### src/rtl/if_fetch_unit.sv
// if_fetch_unit: fetch PC, single-outstanding imem requests, instruction FIFO and redirect flush
module if_fetch_unit #(
  parameter int              XLEN       = 32,
  parameter logic [XLEN-1:0] RESET_PC   = '0,
  parameter int              FIFO_DEPTH = 2,
  parameter logic [31:0]     NOP_INST   = 32'h0000_0013
) (
  input  logic            clk,
  input  logic            rst,
  output logic            imem_req_o,
  output logic [XLEN-1:0] imem_addr_o,
  input  logic            imem_rvalid_i,
  input  logic [31:0]     imem_rdata_i,
  input  logic            branch_i,
  input  logic [XLEN-1:0] branch_target_i,
  input  logic            stall_i,
  output logic            inst_valid_o,
  output logic [31:0]     inst_o,
  output logic [XLEN-1:0] inst_pc_o
);
  localparam int AW = $clog2(FIFO_DEPTH);
  typedef enum logic [1:0] {S_REQ, S_WAIT, S_DROP} state_t;
  state_t          state;
  logic [XLEN-1:0] fetch_pc, req_pc;
  logic [31:0]     inst_mem [FIFO_DEPTH];
  logic [XLEN-1:0] pc_mem [FIFO_DEPTH];
  logic [AW-1:0]   wr_ptr, rd_ptr;
  logic [AW:0]     count, count_nxt;
  logic            push, pop, issue;
  assign push        = state == S_WAIT && imem_rvalid_i && !branch_i;
  assign pop         = inst_valid_o && !stall_i && !branch_i;
  assign count_nxt   = count + (AW+1)'(push) - (AW+1)'(pop);
  // a new request needs a free slot even counting this cycle's push
  assign issue       = !rst && !branch_i && (state == S_REQ || (state == S_WAIT && imem_rvalid_i))
                       && count_nxt < (AW+1)'(FIFO_DEPTH);
  assign imem_req_o  = issue;
  assign imem_addr_o = fetch_pc;
  assign inst_valid_o = count != '0;
  assign inst_o      = inst_valid_o ? inst_mem[rd_ptr] : NOP_INST;
  assign inst_pc_o   = inst_valid_o ? pc_mem[rd_ptr] : '0;
  always_ff @(posedge clk or posedge rst) begin
    if (rst) begin
      state    <= S_REQ;
      fetch_pc <= RESET_PC;
      req_pc   <= '0;
      wr_ptr   <= '0;
      rd_ptr   <= '0;
      count    <= '0;
    end else if (branch_i) begin
      fetch_pc <= branch_target_i & ~XLEN'(3);
      wr_ptr   <= '0;
      rd_ptr   <= '0;
      count    <= '0;
      state    <= (state != S_REQ && !imem_rvalid_i) ? S_DROP : S_REQ;
    end else begin
      if (issue) begin
        fetch_pc <= fetch_pc + XLEN'(4);
        req_pc   <= fetch_pc;
      end
      if (push) wr_ptr <= wr_ptr + 1'b1;
      if (pop) rd_ptr <= rd_ptr + 1'b1;
      count <= count_nxt;
      state <= issue ? S_WAIT :
               state == S_DROP ? (imem_rvalid_i ? S_REQ : S_DROP) :
               (state == S_WAIT && !imem_rvalid_i) ? S_WAIT : S_REQ;
    end
  end
  always_ff @(posedge clk) begin
    if (push) begin
      inst_mem[wr_ptr] <= imem_rdata_i;
      pc_mem[wr_ptr]   <= req_pc;
    end
  end
endmodule

### config.mk
export PLATFORM = sky130hd
export DESIGN_NAME = if_fetch_unit
export DESIGN_NICKNAME = d
export VERILOG_FILES = /design/src/rtl/if_fetch_unit.sv
export SDC_FILE = /design/constraint.sdc
export NUM_CORES = 1
export LEC_CHECK = 0
export BUFFER_PORTS_ARGS = -buffer_cell sky130_fd_sc_hd__buf_4
export CAP_MARGIN = 0
export CORE_ASPECT_RATIO = 0.75
export CORE_MARGIN = 3
export CORE_UTILIZATION = 49
export CTS_CLUSTER_DIAMETER = 40
export DETAILED_ROUTE_END_ITERATION = 8
export PLACE_DENSITY = 0.87
export SLEW_MARGIN = 10
export SYNTH_ARGS = -nofsm -noshare
export SYNTH_HDL_FRONTEND = slang
export SYNTH_SLANG_ARGS = --single-unit
### constraint.sdc
create_clock -name clk -period 4.1 [get_ports clk]
set_input_delay 0.41 -clock clk [delete_from_list [all_inputs] [get_ports clk]]
set_output_delay 0.41 -clock clk [all_outputs]
set_load 0.005 [all_outputs]
After elaboration in Yosys (flattened, before gate mapping)
Memory sizes are Yosys's and may differ from the RTL's.
Index checks and enable logic that the tools add are counted.
Operators by class
  add/sub/neg operators: 5
  $mul: 0
  divide/modulo/power cells: 0
  magnitude comparators: 1
  equal/unequal tests: 2
  shift operators: 0
  multiplexer cells: 17
  bitwise gates (word level): 1
  reduce and logical (&&, ||, !) cells: 21
Operators by type and width (number)
  32-bit two-way mux: 4
  32-bit by 3-bit adder with 32-bit output (second input constant): 1
  2-bit two-way mux: 6
  2-bit nonzero test: 5
  1-bit logical AND: 9
  1-bit two-way mux: 7
  1-bit zero test: 4
  1-bit adder (second input constant): 2
  2-bit by 1-bit adder with 2-bit output: 1
  2-bit by 1-bit equality test with 1-bit output (second input constant): 1
  2-bit equality test (second input constant): 1
  2-bit zero test: 1
  2-bit < comparator (second input constant): 1
  2-bit AND reduction: 1
  2-bit by 1-bit subtractor with 2-bit output: 1
  1-bit logical OR: 1
  1-bit NOT: 1
Word-level totals
  flip-flop bits (word level): 70
  latch bits: 0
  RAM bits: 128
  ROM bits: 0
  bits of input ports: 69
  output and inout bits: 98
  logic and storage cells: 55
  memories kept: 2
Memory list
  inst_mem: depth 2, bits a word 32, read ports 1, clocked after Yosys merged registers in 0, wr ports 1, line 25  | logic [31:0] inst_mem [FIFO_DEPTH];
  pc_mem: depth 2, bits a word 32, read ports 1, clocked after Yosys merged registers in 0, wr ports 1, line 26  | logic [XLEN-1:0] pc_mem [FIFO_DEPTH];

Depth between registers and ports, before layout
  depth after elaboration: 9
  gate-level depth with buffers: 12
  depth with buffers taken out: 10

Least setup slack after synthesis
No wires, ideal clock.
  kind: register to register
  start point: register state[1]
  end point: memory inst_mem[0][0], enable pin
  setup time: 0.482 ns
  arrival: 3.383 ns
  required time: 3.618 ns
  path slack: 0.235 ns
  cell stages (with the launch flop): 4
  path buffers: 0
  clock period less this slack: 3.865 ns
  path through: dfrtp_1 > nand3b_1 > nand2b_1 > nor2_1
On the way
  cells in the longest elaborated chain, start to end: 5
RTL lines
  from (decl): line 23  | state_t state;
  from (signal assigned): line 54  | state <= (state != S_REQ && !imem_rvalid_i) ? S_DROP : S_REQ;
  from (signal assigned): line 63  | state <= issue ? S_WAIT :
  2-bit by 1-bit equality test with 1-bit output: line 30  | assign push = state == S_WAIT && imem_rvalid_i && !branch_i;
  1-bit logical AND (2 in series): line 30
  1-bit two-way mux: line 69  | if (push) begin
  1-bit two-way mux (not written as such): line 70  | inst_mem[wr_ptr] <= imem_rdata_i;
  to (decl): line 25
Every way passes these cells.

Final worst setup path
  start point: register state[1]
  end point: output port imem_req_o
On the way
  cells in the longest elaborated chain, start to end: 7
  elaborated cells on any way between the ends: 10
  those cells by class: 2 x add/sub; 1 x order compare; 1 x eq/ne; 6 x reduce/logical
RTL lines
  2-bit by 1-bit equality test with 1-bit output: line 30, 34
  1-bit logical AND: line 30, 34
  1-bit logical AND: line 30
  2-bit by 1-bit adder with 2-bit output: line 32  | assign count_nxt = count + (AW+1)'(push) - (AW+1)'(pop);
  2-bit by 1-bit subtractor with 2-bit output: line 32
  2-bit < comparator: line 35  | && count_nxt < (AW+1)'(FIFO_DEPTH);
  1-bit logical AND *: line 35
  to (decl): line 10  | output logic imem_req_o,
Every way passes the cells marked *; elsewhere a longest branch is shown, timed or not.

==> flow_summary.json <==
{
  "drive_gt1_share_pct": 32.8,
  "use_met2_pct": 31.2,
  "synth_xor_area_share_pct": 2.99,
  "synthAdderAreaFrac_pct": 0.481,
  "clock-skew-final_ns": 0.00756,
  "critical_path.endpoint_type": "output pin",
  "path_buf_inv": 3,
  "viasPerCell": 5.30,
  "ios": 167,
  "yosysWarningCount": 0,
  "busiest_layer": "met2",
  "wirelength_mm": 16.3,
  "drtPass1Iterations": 5,
  "hold_violations": 0,
  "finalCritPeriodShare_pct": 84.5,
  "cts_setup_buffers": 0,
  "syn-cell-area_um2": 7800,
  "rsz0062_at_grt": "no",
  "cts.sinks": 190,
  "cts_max_level": 4,
  "preCtsSetupSlack_ns": 0.834,
  "path_max_fanout": 31,
  "synthCells": 555,
  "pwr_density_cell_nw_per_um2": 464,
  "ys_types": 36,
  "fin_ws_ns": 0.635,
  "synth_enable_flop_cells": 124,
  "synthMuxAreaShare_pct": 12.7,
  "crit_slowest_cell": "dfrtp_1",
  "maxCapViolCount": 0,
  "root_buffer": "clkbuf_16",
  "die_h_um": 115,
  "final_common_cell": "buf_4",
  "ys_seq_elements": 190,
  "synth-main-ff-cell": "edfxtp_1",
  "vias": 4936,
  "avgSynthCellArea_um2": 14.0,
  "crit_family": "simple AND/OR/NAND/NOR gates",
  "slowest_delay_ns": 0.43,
  "cts-buffers-inserted": 17,
  "cp.required_ns": 3.69,
  "hp-class": "input pin to asynchronous set/reset pin",
  "clkLatencyLatePin_ns": 0.42,
  "coreArea_um2": 15400,
  "synth_compound_area_share_pct": 2.38,
  "status": "finished clean",
  "final_cell_mix": "buf_4 (166), edfxtp_1 (124), nor2_1 (72)",
  "cts_hold_buf": 0,
  "die_area_um2": 17500,
  "die_w_um": 152,
  "async_flop_share_pct": 34.7,
  "area_delta_synth_final_pct": 26.1,
  "met1_usage_pct": 25.1,
  "rows": 39,
  "synth-seq-area-share_pct": 68.9,
  "grtUsageMet3_pct": 5.83,
  "drv_slew": 0,
  "cp.arrival_ns": 3.06,
  "post-route-drc-count": 0,
  "crit_chain": "nand3b_1, nand2b_1, ha_1, inv_1, ha_1, xnor3_1, nor4b_4, and2_1, buf_4, buf_4",
  "slew_headroom_pct": 27.5,
  "nets": 785,
  "grt-ovfl-total": 0,
  "first_global_vias": 5025,
  "antenna_found_initial": 0,
  "grt_start_max_net_pins": 65,
  "hpwl_mm": 11.3,
  "ctsResizeCount": 0,
  "place_congestion": 0.809,
  "track_usage_pct": 19.2,
  "clock_path_buffers": 2,
  "setup_tns_ns": 0,
  "setup_viol": 0,
  "synth-simple-area-share_pct": 10.3,
  "clkTransAtPathRegs_ns": 0.07,
  "fmax_mhz": 289,
  "tightest_slew_ns": 1.09,
  "start_util_pct": 50.6,
  "n_antenna_cell": 0,
  "layout_min_cycle_time_ns": 3.47,
  "cts_tree": "built",
  "ant_nets": 0,
  "synth_top_family_by_area": "multiplexers",
  "leakagePower_nw": 3.81,
  "post_drt_wl_per_cell_um": 17.5,
  "path_class": "flop to output pin",
  "grt_pass1_wl_mm": 25.6,
  "drtIter0Drc": 352,
  "port_buffers": 160,
  "power_mw": 4.56,
  "irDropWorstVdd_uv": 270,
  "critPathLaunchType": "flop"
}
[area by class of cell]
cell class,instances,area [um^2]
clock buffer,21,482
clock inverter,11,120
fill,1136,5590
inverter,5,18.8
multi-input combinational,331,2290
sequential,190,5380
tap,205,256
timing repair buffer,168,1290
[cell families after synthesis]
group,after synthesis
simple gates,169
xor+xnor,25
fa+ha+maj,3
buf+inv,37
compound gates,35
other cells,1
flops,190
mux,95
[final timing paths]
check / startpoint / end / slack [ns] / depth (start not counted)
worst max-delay path: state[1]$_DFF_PP0_ / imem_req_o / 0.63 / 10
max in group asynchronous: rst / rd_ptr$_DFFE_PP0P_ / 3.09 / 3
min in group clk: imem_rvalid_i / state[1]$_DFF_PP0_ / 0.16 / 2
worst max register to register: state[1]$_DFF_PP0_ / imem_addr_o[29]$_DFFE_PP0P_ / 0.96 / 11
worst min-delay path: rst / imem_addr_o[18]$_DFFE_PP0P_ / 0.07 / 2
worst min register to register: req_pc[12]$_DFFE_PP0P_ / pc_mem[1][12]$_DFFE_PP_ / 0.48 / 0
[power breakdown]
part           internal, mW  total, mW  leakage (nW)  switching, mW
clock network         0.925       1.63         0.290          0.709
registers              2.24       2.41          1.92          0.171
logic                 0.290      0.511          1.60          0.221
total                  3.46       4.56          3.81           1.10
[state kept, by name, indices dropped and copies added (netlist names)]
register	flops
count	2
imem_addr_o	30
inst_mem	64
pc_mem	60
rd_ptr	1
req_pc	30
state	2
wr_ptr	1
[cells in the mapped netlist (2+ instances only)]
cell type | n | area share (%)
inv_1 | 5 | 0.24
nand4_1 | 16 | 1.3
nor3_1 | 3 | 0.19
edfxtp_1 | 124 | 48
ha_1 | 3 | 0.48
o21ai_0 | 28 | 1.8
a31oi_1 | 4 | 0.32
buf_2 | 2 | 0.13
clkbuf_1 | 21 | 1.0
dfrtp_1 | 66 | 21
buf_4 | 7 | 0.67
xnor2_1 | 3 | 0.34
buf_1 | 2 | 0.096
or4_1 | 2 | 0.19
and3_1 | 5 | 0.40
mux2_2 | 31 | 4.5
mux2i_1 | 64 | 8.2
nor2b_1 | 2 | 0.16
and4_1 | 2 | 0.22
nand2_1 | 38 | 1.8
nor2_1 | 75 | 3.6
xor2_1 | 21 | 2.4
or3_1 | 5 | 0.40
o211ai_1 | 2 | 0.19
and2_1 | 2 | 0.16
nand3_1 | 12 | 0.77
[stage by stage]
step           cells  hold WS, ns  utilization (%)  area, um^2
4_1_cts          931       0.0724             63.7        9830
3_3_place_gp     899        0.451             59.8        9230
6_report         931       0.0725             63.7        9830
2_1_floorplan    558        0.438                -        7810
5_1_grt          931        0.101             63.7        9830
3_5_place_dp     899        0.455             59.8        9230
[routing by layer]
layer,part of all wire [%],routed length [um]
met4,0.87,142
met3,8.0,1300
met5,0,0
met2,48,7840
met1,43,7050
Power figures use the tool's default switching activity.
